--- config.mk ---
export PLATFORM = sky130hd
export DESIGN_NAME = mem_access_stage
export DESIGN_NICKNAME = d
export VERILOG_FILES = /design/src/rtl/mem_pkg.sv /design/src/rtl/mem_align.sv /design/src/rtl/mem_access_stage.sv
export SDC_FILE = /design/constraint.sdc
export NUM_CORES = 1
export LEC_CHECK = 0
export CAP_MARGIN = 20
export CORE_ASPECT_RATIO = 0.75
export CORE_UTILIZATION = 41
export DETAILED_ROUTE_END_ITERATION = 10
export GPL_TIMING_DRIVEN = 1
export PLACE_DENSITY = 0.84
export SYNTH_ARGS = -nofsm -noshare
export SYNTH_HDL_FRONTEND = slang
export SYNTH_HIERARCHICAL = 1
export SYNTH_SLANG_ARGS = --single-unit
--- constraint.sdc ---
create_clock -name clk -period 3.4 [get_ports clk]
set_clock_uncertainty 0.05 [all_clocks]
set_input_delay 0.51 -clock clk [delete_from_list [all_inputs] [get_ports clk]]
set_output_delay 0.51 -clock clk [all_outputs]
set_load 0.1 [all_outputs]
--- src/rtl/mem_pkg.sv ---
// Shared types, aluop encodings and decode helpers for the MEM stage.
package mem_pkg;

  localparam int unsigned MEM_ALUOP_W = 8;
  localparam int unsigned WORD_W      = 32;
  localparam int unsigned REG_AW      = 5;
  localparam int unsigned STRB_W      = 4;

  localparam logic [MEM_ALUOP_W-1:0] ALUOP_LDB  = 8'h20;
  localparam logic [MEM_ALUOP_W-1:0] ALUOP_LDH  = 8'h21;
  localparam logic [MEM_ALUOP_W-1:0] ALUOP_LDW  = 8'h22;
  localparam logic [MEM_ALUOP_W-1:0] ALUOP_LDBU = 8'h23;
  localparam logic [MEM_ALUOP_W-1:0] ALUOP_LDHU = 8'h24;
  localparam logic [MEM_ALUOP_W-1:0] ALUOP_STB  = 8'h28;
  localparam logic [MEM_ALUOP_W-1:0] ALUOP_STH  = 8'h29;
  localparam logic [MEM_ALUOP_W-1:0] ALUOP_STW  = 8'h2A;

  typedef enum logic [3:0] {
    NONE, LDB, LDH, LDW, LDBU, LDHU, STB, STH, STW
  } mem_op_e;

  typedef enum logic [1:0] {
    IDLE, REQ, WAIT, DRAIN
  } mem_state_e;

  // Registered writeback payload toward WB (also mirrored on the forward bus).
  typedef struct packed {
    logic              valid;
    logic              wreg;
    logic [REG_AW-1:0] waddr;
    logic [WORD_W-1:0] wdata;
    logic [WORD_W-1:0] pc;
    logic              excp;
    logic              ale;
    logic              is_load;
  } wb_t;

  // Access latched at accept time and held while the cache is busy.
  typedef struct packed {
    mem_op_e           op;
    logic              we;
    logic [WORD_W-1:0] addr;
    logic [STRB_W-1:0] wstrb;
    logic [WORD_W-1:0] wdata;
    logic              wreg;
    logic [REG_AW-1:0] waddr;
    logic [WORD_W-1:0] pc;
  } acc_t;

  function automatic mem_op_e decode_aluop(input logic [MEM_ALUOP_W-1:0] aluop);
    mem_op_e op;
    case (aluop)
      ALUOP_LDB:  op = LDB;
      ALUOP_LDH:  op = LDH;
      ALUOP_LDW:  op = LDW;
      ALUOP_LDBU: op = LDBU;
      ALUOP_LDHU: op = LDHU;
      ALUOP_STB:  op = STB;
      ALUOP_STH:  op = STH;
      ALUOP_STW:  op = STW;
      default:    op = NONE;
    endcase
    return op;
  endfunction

  function automatic logic is_store(input mem_op_e op);
    return (op == STB) || (op == STH) || (op == STW);
  endfunction

endpackage

--- src/rtl/mem_align.sv ---
// Byte-lane steering: store strobes/replication, load extension, misalignment.
module mem_align
  import mem_pkg::*;
(
  input  mem_op_e           op,
  input  logic [1:0]        addr_lo,
  input  logic [WORD_W-1:0] sdata,
  input  logic [WORD_W-1:0] rdata,
  output logic [STRB_W-1:0] wstrb,
  output logic [WORD_W-1:0] wdata,
  output logic [WORD_W-1:0] ldata,
  output logic              misaligned
);

  logic [7:0]  byte_sel;
  logic [15:0] half_sel;

  // Pick the addressed byte/half out of the raw load word.
  always_comb begin
    byte_sel = rdata[7:0];
    case (addr_lo)
      2'd1:    byte_sel = rdata[15:8];
      2'd2:    byte_sel = rdata[23:16];
      2'd3:    byte_sel = rdata[31:24];
      default: byte_sel = rdata[7:0];
    endcase
    half_sel = addr_lo[1] ? rdata[31:16] : rdata[15:0];
  end

  // Per-op formatting and alignment check.
  always_comb begin
    wstrb      = '0;
    wdata      = sdata;
    ldata      = rdata;
    misaligned = 1'b0;
    case (op)
      LDB:  ldata = {{24{byte_sel[7]}}, byte_sel};
      LDBU: ldata = {24'd0, byte_sel};
      LDH: begin
        ldata      = {{16{half_sel[15]}}, half_sel};
        misaligned = addr_lo[0];
      end
      LDHU: begin
        ldata      = {16'd0, half_sel};
        misaligned = addr_lo[0];
      end
      LDW:  misaligned = |addr_lo;
      STB: begin
        wstrb = 4'b0001 << addr_lo;
        wdata = {4{sdata[7:0]}};
      end
      STH: begin
        wstrb      = 4'b0011 << addr_lo;
        wdata      = {2{sdata[15:0]}};
        misaligned = addr_lo[0];
      end
      STW: begin
        wstrb      = 4'b1111;
        misaligned = |addr_lo;
      end
      default: ;
    endcase
  end

endmodule

--- src/rtl/mem_access_stage.sv ---
// MEM pipeline stage: data-cache access FSM, registered writeback and forward bus.
module mem_access_stage
  import mem_pkg::*;
#(
  parameter int unsigned ALUOP_W = 8,
  parameter int unsigned ADDR_W  = 32
) (
  input  logic               clk,
  input  logic               rst,
  input  logic               ex_valid_i,
  input  logic [ALUOP_W-1:0] ex_aluop_i,
  input  logic [ADDR_W-1:0]  ex_mem_addr_i,
  input  logic [ADDR_W-1:0]  ex_store_data_i,
  input  logic               ex_wreg_i,
  input  logic [4:0]         ex_waddr_i,
  input  logic [ADDR_W-1:0]  ex_wdata_i,
  input  logic [ADDR_W-1:0]  ex_pc_i,
  input  logic               ex_excp_i,
  input  logic               flush_i,
  output logic               dcache_req_valid_o,
  input  logic               dcache_req_ready_i,
  output logic               dcache_req_we_o,
  output logic [ADDR_W-1:0]  dcache_req_addr_o,
  output logic [3:0]         dcache_req_wstrb_o,
  output logic [ADDR_W-1:0]  dcache_req_wdata_o,
  input  logic               dcache_resp_valid_i,
  input  logic [ADDR_W-1:0]  dcache_resp_data_i,
  output logic               wb_valid_o,
  output logic               wb_wreg_o,
  output logic [4:0]         wb_waddr_o,
  output logic [ADDR_W-1:0]  wb_wdata_o,
  output logic [ADDR_W-1:0]  wb_pc_o,
  output logic               wb_excp_o,
  output logic               wb_ale_o,
  output logic               fwd_write_reg_o,
  output logic               fwd_is_load_data_o,
  output logic [4:0]         fwd_waddr_o,
  output logic [ADDR_W-1:0]  fwd_wdata_o,
  output logic               stallreq_o
);

  mem_state_e        state_q, state_d;
  wb_t               wb_q, wb_d;
  acc_t              acc_q, acc_d;
  mem_op_e           ex_op, al_op;
  logic [1:0]        al_lo;
  logic [STRB_W-1:0] al_wstrb;
  logic [WORD_W-1:0] al_wdata, al_ldata;
  logic              al_mis;

  assign ex_op = decode_aluop(MEM_ALUOP_W'(ex_aluop_i));
  // In IDLE the aligner formats the incoming op; otherwise it extends the held load.
  assign al_op = (state_q == IDLE) ? ex_op : acc_q.op;
  assign al_lo = (state_q == IDLE) ? ex_mem_addr_i[1:0] : acc_q.addr[1:0];

  mem_align u_align (
    .op         (al_op),
    .addr_lo    (al_lo),
    .sdata      (ex_store_data_i),
    .rdata      (dcache_resp_data_i),
    .wstrb      (al_wstrb),
    .wdata      (al_wdata),
    .ldata      (al_ldata),
    .misaligned (al_mis)
  );

  // Next-state and next-output logic.
  always_comb begin
    state_d       = state_q;
    acc_d         = acc_q;
    wb_d          = wb_q;
    wb_d.valid    = 1'b0;
    wb_d.is_load  = 1'b0;
    case (state_q)
      IDLE: begin
        if (ex_valid_i && !flush_i) begin
          if (ex_excp_i || (ex_op == NONE) || al_mis) begin
            wb_d.valid = 1'b1;
            wb_d.wreg  = ex_wreg_i & ~(ex_excp_i | al_mis);
            wb_d.waddr = ex_waddr_i;
            wb_d.wdata = ex_wdata_i;
            wb_d.pc    = ex_pc_i;
            wb_d.excp  = ex_excp_i | al_mis;
            wb_d.ale   = al_mis & ~ex_excp_i;
          end else begin
            acc_d.op    = ex_op;
            acc_d.we    = is_store(ex_op);
            acc_d.addr  = ex_mem_addr_i;
            acc_d.wstrb = al_wstrb;
            acc_d.wdata = al_wdata;
            acc_d.wreg  = ex_wreg_i;
            acc_d.waddr = ex_waddr_i;
            acc_d.pc    = ex_pc_i;
            state_d     = REQ;
          end
        end
      end
      REQ: begin
        if (dcache_req_ready_i) begin
          if (acc_q.we) begin
            state_d = IDLE;
            if (!flush_i) begin
              // Stores are posted: retire on the handshake.
              wb_d.valid = 1'b1;
              wb_d.wreg  = 1'b0;
              wb_d.waddr = acc_q.waddr;
              wb_d.wdata = '0;
              wb_d.pc    = acc_q.pc;
              wb_d.excp  = 1'b0;
              wb_d.ale   = 1'b0;
            end
          end else begin
            state_d = flush_i ? DRAIN : WAIT;
          end
        end else if (flush_i) begin
          state_d = IDLE;
        end
      end
      WAIT: begin
        if (flush_i) begin
          state_d = dcache_resp_valid_i ? IDLE : DRAIN;
        end else if (dcache_resp_valid_i) begin
          state_d      = IDLE;
          wb_d.valid   = 1'b1;
          wb_d.wreg    = acc_q.wreg;
          wb_d.waddr   = acc_q.waddr;
          wb_d.wdata   = al_ldata;
          wb_d.pc      = acc_q.pc;
          wb_d.excp    = 1'b0;
          wb_d.ale     = 1'b0;
          wb_d.is_load = 1'b1;
        end
      end
      DRAIN: begin
        if (dcache_resp_valid_i) state_d = IDLE;
      end
      default: state_d = IDLE;
    endcase
  end

  // State, held access and writeback registers.
  always_ff @(posedge clk) begin
    if (rst) begin
      state_q <= IDLE;
      acc_q   <= '0;
      wb_q    <= '0;
    end else begin
      state_q <= state_d;
      acc_q   <= acc_d;
      wb_q    <= wb_d;
    end
  end

  assign stallreq_o         = (state_q != IDLE);
  assign dcache_req_valid_o = (state_q == REQ);
  assign dcache_req_we_o    = acc_q.we;
  assign dcache_req_addr_o  = {acc_q.addr[WORD_W-1:2], 2'b00};
  assign dcache_req_wstrb_o = acc_q.wstrb;
  assign dcache_req_wdata_o = acc_q.wdata;

  assign wb_valid_o         = wb_q.valid;
  assign wb_wreg_o          = wb_q.wreg;
  assign wb_waddr_o         = wb_q.waddr;
  assign wb_wdata_o         = wb_q.wdata;
  assign wb_pc_o            = wb_q.pc;
  assign wb_excp_o          = wb_q.excp;
  assign wb_ale_o           = wb_q.ale;

  assign fwd_write_reg_o    = wb_q.valid & wb_q.wreg;
  assign fwd_is_load_data_o = wb_q.valid & wb_q.is_load;
  assign fwd_waddr_o        = wb_q.waddr;
  assign fwd_wdata_o        = wb_q.wdata;

endmodule

Yosys cells after proc, flatten, opt, wreduce, memory -nomap -nowiden
Index checks and enable logic that the tools add are counted.

operators by class
  reductions and logical operators = 17
  bitwise operators = 9
  multiplexer cells = 27
  shifts and indexed selects = 2
  eq/ne operators = 34

operators with widths
  operator                                                         count
  73-bit two-way mux                                               5
  73-bit one-hot mux with 3 select lines                           1
  74-bit two-way mux                                               2
  32-bit one-hot mux with 4 select lines                           1
  8-bit by 6-bit == test with 1-bit output, second input constant  8
  32-bit one-hot mux with 2 select lines                           1
  4-bit one-hot mux with 8 select lines                            1
  4-bit by 3-bit == test with 1-bit output, second input constant  6
  8-bit one-hot mux with 3 select lines                            1
  2-bit two-way mux                                                9
  16-bit two-way mux                                               1
  4-bit one-hot mux with 3 select lines                            1
  2-bit == test, second input constant                             4
  4-bit by 2-bit == test with 1-bit output, second input constant  2
  4-bit == test, second input constant                             2
  2-bit by 1-bit != test with 1-bit output, second input constant  4
  2-bit != test, second input constant                             4
  2-bit one-hot mux with 4 select lines                            1
  8-bit AND reduction                                              1
  3-bit AND reduction                                              2
  3-bit OR reduction                                               2
  1-bit bitwise AND                                                4
  2-bit by 1-bit == test with 1-bit output, second input constant  2
  4-bit by 1-bit == test with 1-bit output, second input constant  1
  other kinds (16)                                                 23

storage, ports and cells
  input bits = 181
  word-level logic and storage cells = 106
  output and inout bits = 183
  flip-flop bits (word level) = 187

Logic depth before layout (Yosys ltp)
  word-level depth = 12
  mapped depth = 17
  depth with buffers taken out = 12

By module
Netlist, hierarchy kept.

by module, submodules not included
  module            cells an instance  times used  area each (um2)  sequential area each (um2)
  mem_access_stage  998                1           8793.4           3743.6
  mem_align         200                1           1455.1           0.0

Least setup slack after synthesis
OpenSTA, ideal clock, no wires.

  kind = input port to flip-flop
  start = input port ex_aluop_i[4]
  end = register wb_q (netlist bit fwd_wdata_o[0])
  stages = 14
  path buffers = 4
  data arrival time = 3480 ps
  path slack = -252 ps
  data required time = 3228 ps
  setup time = 122 ps
  path through = or4b_2 nor4_1 mux2_2 buf_2 nor2_1 a22oi_1 o32ai_1 nor2_1 o2111ai_2 buf_6 and2_4 buf_6 buf_6 a221o_1

on the way
  cells in the longest elaborated chain, start to end = 9
  elaborated cells between the ends (all ways) = 29
  those cells by class = 16 x eq/ne; 7 x mux; 6 x reduce/logical

ends and longest elaborated chain
  what                                                                    RTL line                 text
  start: declaration                                                      mem_access_stage.sv:11   input logic [ALUOP_W-1:0] ex_aluop_i,
  8-bit by 6-bit == test with 1-bit output                                mem_pkg.sv:52            case (aluop)
  4-bit one-hot mux with 8 select lines (*)                               mem_pkg.sv:52
  4-bit two-way mux (*)                                                   mem_access_stage.sv:53   assign al_op = (state_q == IDLE) ? ex_op : acc_q.op;
  net al_op[3]                                                            mem_access_stage.sv:45   mem_op_e ex_op, al_op;
  4-bit by 2-bit == test with 1-bit output, or another cell as far along  mem_align.sv:36          case (op)
  3-bit OR reduction (no line) or 2-bit OR reduction (tied branches)      n/a
  1-bit one-hot mux with 2 select lines (*)                               mem_align.sv:36
  net al_mis                                                              mem_access_stage.sv:49   logic al_mis;
  1-bit logical OR (*)                                                    mem_access_stage.sv:77   if (ex_excp_i || (ex_op == NONE) || al_mis) begin
  2-bit by 1-bit != test with 1-bit output (no line) (*)                  n/a
  8-bit AND reduction (no line) (*)                                       n/a
  end signal: assignment                                                  mem_access_stage.sv:150  wb_q <= wb_d;
  end: declaration                                                        mem_access_stage.sv:43   wb_t wb_q, wb_d;

Mark *: on every way through the listed nets, which the timed path passes. The rest lies on a longest branch. The select of a mux whose other input is x is not followed.
A chain may end at the register's enable or synchronous reset.

Worst setup path in the final report
  start = input port ex_aluop_i[4]
  end = register wb_q (netlist bit wb_pc_o[0])

The elaborated chain is that of the path after synthesis.

==> results by stage <==
Outcome:
- The run finished with clean final reports.

Layout:
- The number of fill cells is 2131.
- The post-route standard cell area excluding fillers is roughly 14000 sq um.
- The net count reported at finish is roughly 1500.
- The relative area change from synthesis to final layout is 35.3%.
- Of the cells placed in the final design, the portion with a size suffix greater than 1 is 0.128.
- The final core utilization is 0.571.
- The count of cells in the finished layout, fillers not included, comes to between 1500 and 2000.

Place:
- The total of buffers placed on input and output ports is between 300 and 400.
- The worst slack at placement is -474 ps.
- The number of cells in the design after placement is approximately 1700.
- In this run the cell area measured after placement is 13100 sq um.
- Routability-driven placement finished with a final weighted congestion of approximately 0.89.
- Detailed placement finished with a half-perimeter wire length of between 20000 and 25000 um.

Yosys:
- Each instance of the synthesized netlist takes up on average roughly 8.6 sq um.
- Yosys attributes the largest share of cell area to sky130_fd_sc_hd__dfxtp_1 37%, sky130_fd_sc_hd__buf_4 14%, sky130_fd_sc_hd__a221o_1 6.8%.
- Counting flops with a built-in enable in the synthesized netlist gives 0.
- The total of warnings raised by yosys is 6.
- Yosys mapped the design onto 65 distinct sky130hd cell types.
- The cell count after synthesis came out at 1198.
- The share of synthesized area in the top cell type comes to 0.365.
- In the synthesized netlist the dominant register cell turns out to be sky130_fd_sc_hd__dfxtp_1.
- For this run, the register share of the synthesized area comes to 0.365.
- The cell area that synthesis handed to floorplanning was 10200 sq um.
- The most area-hungry cell type in the Yosys netlist is sky130_fd_sc_hd__dfxtp_1.
- After synthesis, the share of flip-flops with an asynchronous set or reset is 0.
- Counting flops and latches in the post-synthesis netlist gives ~190.

Worst setup path:
- The slowest stage of the critical path belongs to the cell sky130_fd_sc_hd__or4b_4.
- The cell class contributing the biggest share of worst-path delay is simple AND/OR/NAND/NOR gates.
- The maximum fanout along the worst path is 35.
- STA classifies the critical path startpoint as an input port.
- The type of the worst setup path is input port to register.
- The instance count on the critical path is 13.
- The required arrival time at the worst endpoint is roughly 3700 ps.
- The worst setup path is captured at a register.
- The critical path's largest stage delay is around 560 ps.
- The number of buffers and inverters on the critical path is 3.
- The critical path goes through clkdlybuf4s50_1, or4b_4, nor4_4, mux2_4, nor2_1, a22oi_2, o32ai_4, nor2_2, o2111ai_4, buf_12, clkbuf_16, and3_1, a221o_1.
- The worst register-to-register path has a depth of 14.
- At the worst endpoint, the arrival time is roughly 3600 ps.

CTS:
- The number of hold buffers added after CTS was 0.
- The number of buffers inserted during clock tree synthesis is 17.
- TritonCTS built the clock tree.
- After clock tree synthesis, the clock-pin slew on the worst setup and hold paths is ~80 ps.
- The tree is rooted in a sky130_fd_sc_hd__clkbuf_16.
- CTS built an H-tree with a depth of 4.
- The clock passes through at most 2 buffers.
- CTS saw around 190 sinks.
- The source-to-sink clock delay at the later pin of the worst-skew pair is about 450 ps.

Floorplanning:
- The area of the die is roughly 26000 sq um.
- The initialized floorplan defines 49 standard-cell rows.
- The width of the die is roughly 180 um.
- The initial core utilization is 0.422.
- The core region is 24300 sq um.
- In this run the count of I/O pins placed on the die edge is 364.
- The die height is 139 um.

Routing:
- Using the TritonRoute via totals, the vias-per-cell ratio works out to 5.63.
- In this run the remaining antenna-violating nets after routing total 0.
- Dividing the detail-routed wire length by the instance count gives 19.3 um.
- The first detailed-routing pass ran for 6 iterations.
- The number of vias in the routed layout is approximately 9600.
- The number of DRC markers after the initial detailed-route iteration is 676.
- The post-detailed-routing wire length is approximately 33000 um.
- After detailed routing, the number of remaining DRC violations is 0.

Power:
- Power spread over the standard cell area amounts to between 300 and 400 nW/um^2.
- IR analysis of the VDD net gives a maximum drop of 0.359 mV.
- The leakage power summed over all cells is 5.22 nW.
- Summed over all nets, the switching power comes to between 1.5 and 2 mW.
- The clock group share of total power is 0.374.
- The register share of total power is 0.409.
- The net switching share of the total power is 0.338.
- The internal portion of the total power is between 3 and 4 mW.
- The share of total power dissipated in combinational logic is 0.217.

Hold path:
- The worst hold path depth is 1.
- In this run the worst hold path is classified as register to register.

Timing:
- The final number of hold-violating endpoints is 0.
- Of the available clock period, the critical path in the final layout requires 0.968.
- The worst pin sits at a relative slew slack of 0.307.
- The count of final max-slew check failures is 0.
- Setup slack on the critical path of the routed design comes to approximately 110 ps.
- The final hold slack is 423 ps.
- For the finished layout, the period the worst path requires is around 3300 ps.
- The total of endpoints with negative setup slack in the final report is 0.
- The slew at the pin closest to its max-slew limit is about 1000 ps.
- For this run, the top clock speed supported by timing is 0.304 GHz.

Global routing:
- The first global-routing pass estimated 49700 um of wire.
- For this run the aggregate overflow at the end of global routing stands at 0.
- The number of antenna violations at the first check in global routing is 1.
- The global-route usage over all layers is 0.245.
- The largest net degree at the start of global routing is just over 70.
- The number of global-route vias before repair is 9011.

Flow run:
- Across the run, the number of max-cap violations was 0.
-- Yosys cell counts, types with 5 or more instances --
cell type                  instances
sky130_fd_sc_hd__a21o_1           18
sky130_fd_sc_hd__a21oi_1         112
sky130_fd_sc_hd__a221o_1          70
sky130_fd_sc_hd__and2_1           34
sky130_fd_sc_hd__and3_1           39
sky130_fd_sc_hd__buf_2            25
sky130_fd_sc_hd__buf_4           185
sky130_fd_sc_hd__buf_6            11
sky130_fd_sc_hd__clkbuf_1         66
sky130_fd_sc_hd__dfxtp_1         187
sky130_fd_sc_hd__inv_1             5
sky130_fd_sc_hd__mux2_2           11
sky130_fd_sc_hd__mux2i_1          24
sky130_fd_sc_hd__mux4_2            7
sky130_fd_sc_hd__nand2_1          60
sky130_fd_sc_hd__nand3_1         116
sky130_fd_sc_hd__nor2_1           11
sky130_fd_sc_hd__nor2b_1           5
sky130_fd_sc_hd__o211ai_1         12
sky130_fd_sc_hd__o21a_1            7
sky130_fd_sc_hd__o21ai_0         125
-- metal layers --
metal | track usage | vias to the layer above | share of wire
li1 | - | 4470 | -
met1 | 0.316 | 4612 | 0.42
met2 | 0.397 | 463 | 0.47
met3 | 0.0691 | 36 | 0.089
met4 | 0.0649 | 0 | 0.015
met5 | 0 | - | 0
-- final cells by class --
type	instances	area [sq um]	area share
multi-input cells	716	4740	0.342
repair buffers	428	4330	0.312
flip-flops and latches	187	3740	0.270
clock buffers	17	425	0.0307
well taps	331	414	0.0299
clock inverters	15	194	0.0140
inverters	6	22.5	0.00162
diodes	1	2.50	0.000180
-- cells in the final DEF, fill, tap and decap left out, types with 3 or more instances in the layout --
master and instances:
sky130_fd_sc_hd__inv_1 5, sky130_fd_sc_hd__clkdlybuf4s50_1 336, sky130_fd_sc_hd__nand2_1 60, sky130_fd_sc_hd__mux2i_1 24, sky130_fd_sc_hd__clkbuf_16 21, sky130_fd_sc_hd__o21ai_1 16, sky130_fd_sc_hd__buf_4 71, sky130_fd_sc_hd__o21a_1 7
sky130_fd_sc_hd__nor2_1 10, sky130_fd_sc_hd__nor2_2 3, sky130_fd_sc_hd__a21o_1 17, sky130_fd_sc_hd__mux4_2 7, sky130_fd_sc_hd__clkinv_8 6, sky130_fd_sc_hd__nor2b_1 5, sky130_fd_sc_hd__and3_1 39, sky130_fd_sc_hd__o21ai_0 108
sky130_fd_sc_hd__a221o_1 70, sky130_fd_sc_hd__nand3b_1 4, sky130_fd_sc_hd__a21oi_1 112, sky130_fd_sc_hd__buf_12 16, sky130_fd_sc_hd__mux2_2 10, sky130_fd_sc_hd__o211ai_1 12, sky130_fd_sc_hd__nand3_1 116, sky130_fd_sc_hd__a21boi_0 4
sky130_fd_sc_hd__o41ai_1 3, sky130_fd_sc_hd__dfxtp_1 187, sky130_fd_sc_hd__inv_8 5, sky130_fd_sc_hd__and2_1 34
-- what timing repair did --
action | CTS | global route
endpoints found under the setup margin | 0 | 181
gates resized for setup | 0 | 24
buffers inserted | 0 | 1
-- sequential cells by signal, summed over array words and instances (netlist names) --
register	flops
wb_excp_o	1
dcache_req_wstrb_o	4
wb_valid_o	1
state_q	2
wb_ale_o	1
fwd_waddr_o	5
dcache_req_wdata_o	32
fwd_wdata_o	32
wb_q	1
wb_wreg_o	1
wb_pc_o	32
dcache_req_addr_o	30
dcache_req_we_o	1
acc_q	44
-- metrics by stage --
stage	setup TNS (ps)	total power [mW]
CTS	0	5.57
floorplan	0	3.13
finish	0	5.54
global placement	-51470	3.49
detailed placement	-76760	3.51
global route	-0.742	5.73
-- logic make-up after synthesis --
logic type                count (synthesis)  share of synthesized area
other                                     1                   0.000366
xor gates and xnor gates                  2                    0.00171
muxes                                    42                     0.0509
DFF                                     187                      0.365
AOI/OAI and AO/OA                       374                      0.238
and+or+nand+nor                         295                      0.156
buffers and inverters                   297                      0.188
-- worst paths after layout --
kind | endpoint | from | slack [ps]
worst max register to register | wb_pc_o[0]$_SDFFE_PP0P_ | state_q[0]$_SDFFE_PP0P_ | 380
worst min register to register | wb_pc_o[14]$_SDFFE_PP0P_ | acc_q[14]$_SDFFE_PP0P_ | 420
worst max-delay path | wb_pc_o[0]$_SDFFE_PP0P_ | ex_aluop_i[4] | 110
worst min-delay path | wb_pc_o[14]$_SDFFE_PP0P_ | acc_q[14]$_SDFFE_PP0P_ | 420
-- power groups by stage --
stage / combinational [mW] / sequential, mW / clock, mW
after floorplan: 0.819 / 2.32 / 0
after global placement: 1.18 / 2.32 / 0
after detailed placement: 1.19 / 2.32 / 0
after CTS: 1.19 / 2.27 / 2.12
after global routing: 1.25 / 2.27 / 2.21
final: 1.20 / 2.27 / 2.07
Power figures use the tool's default switching activity.
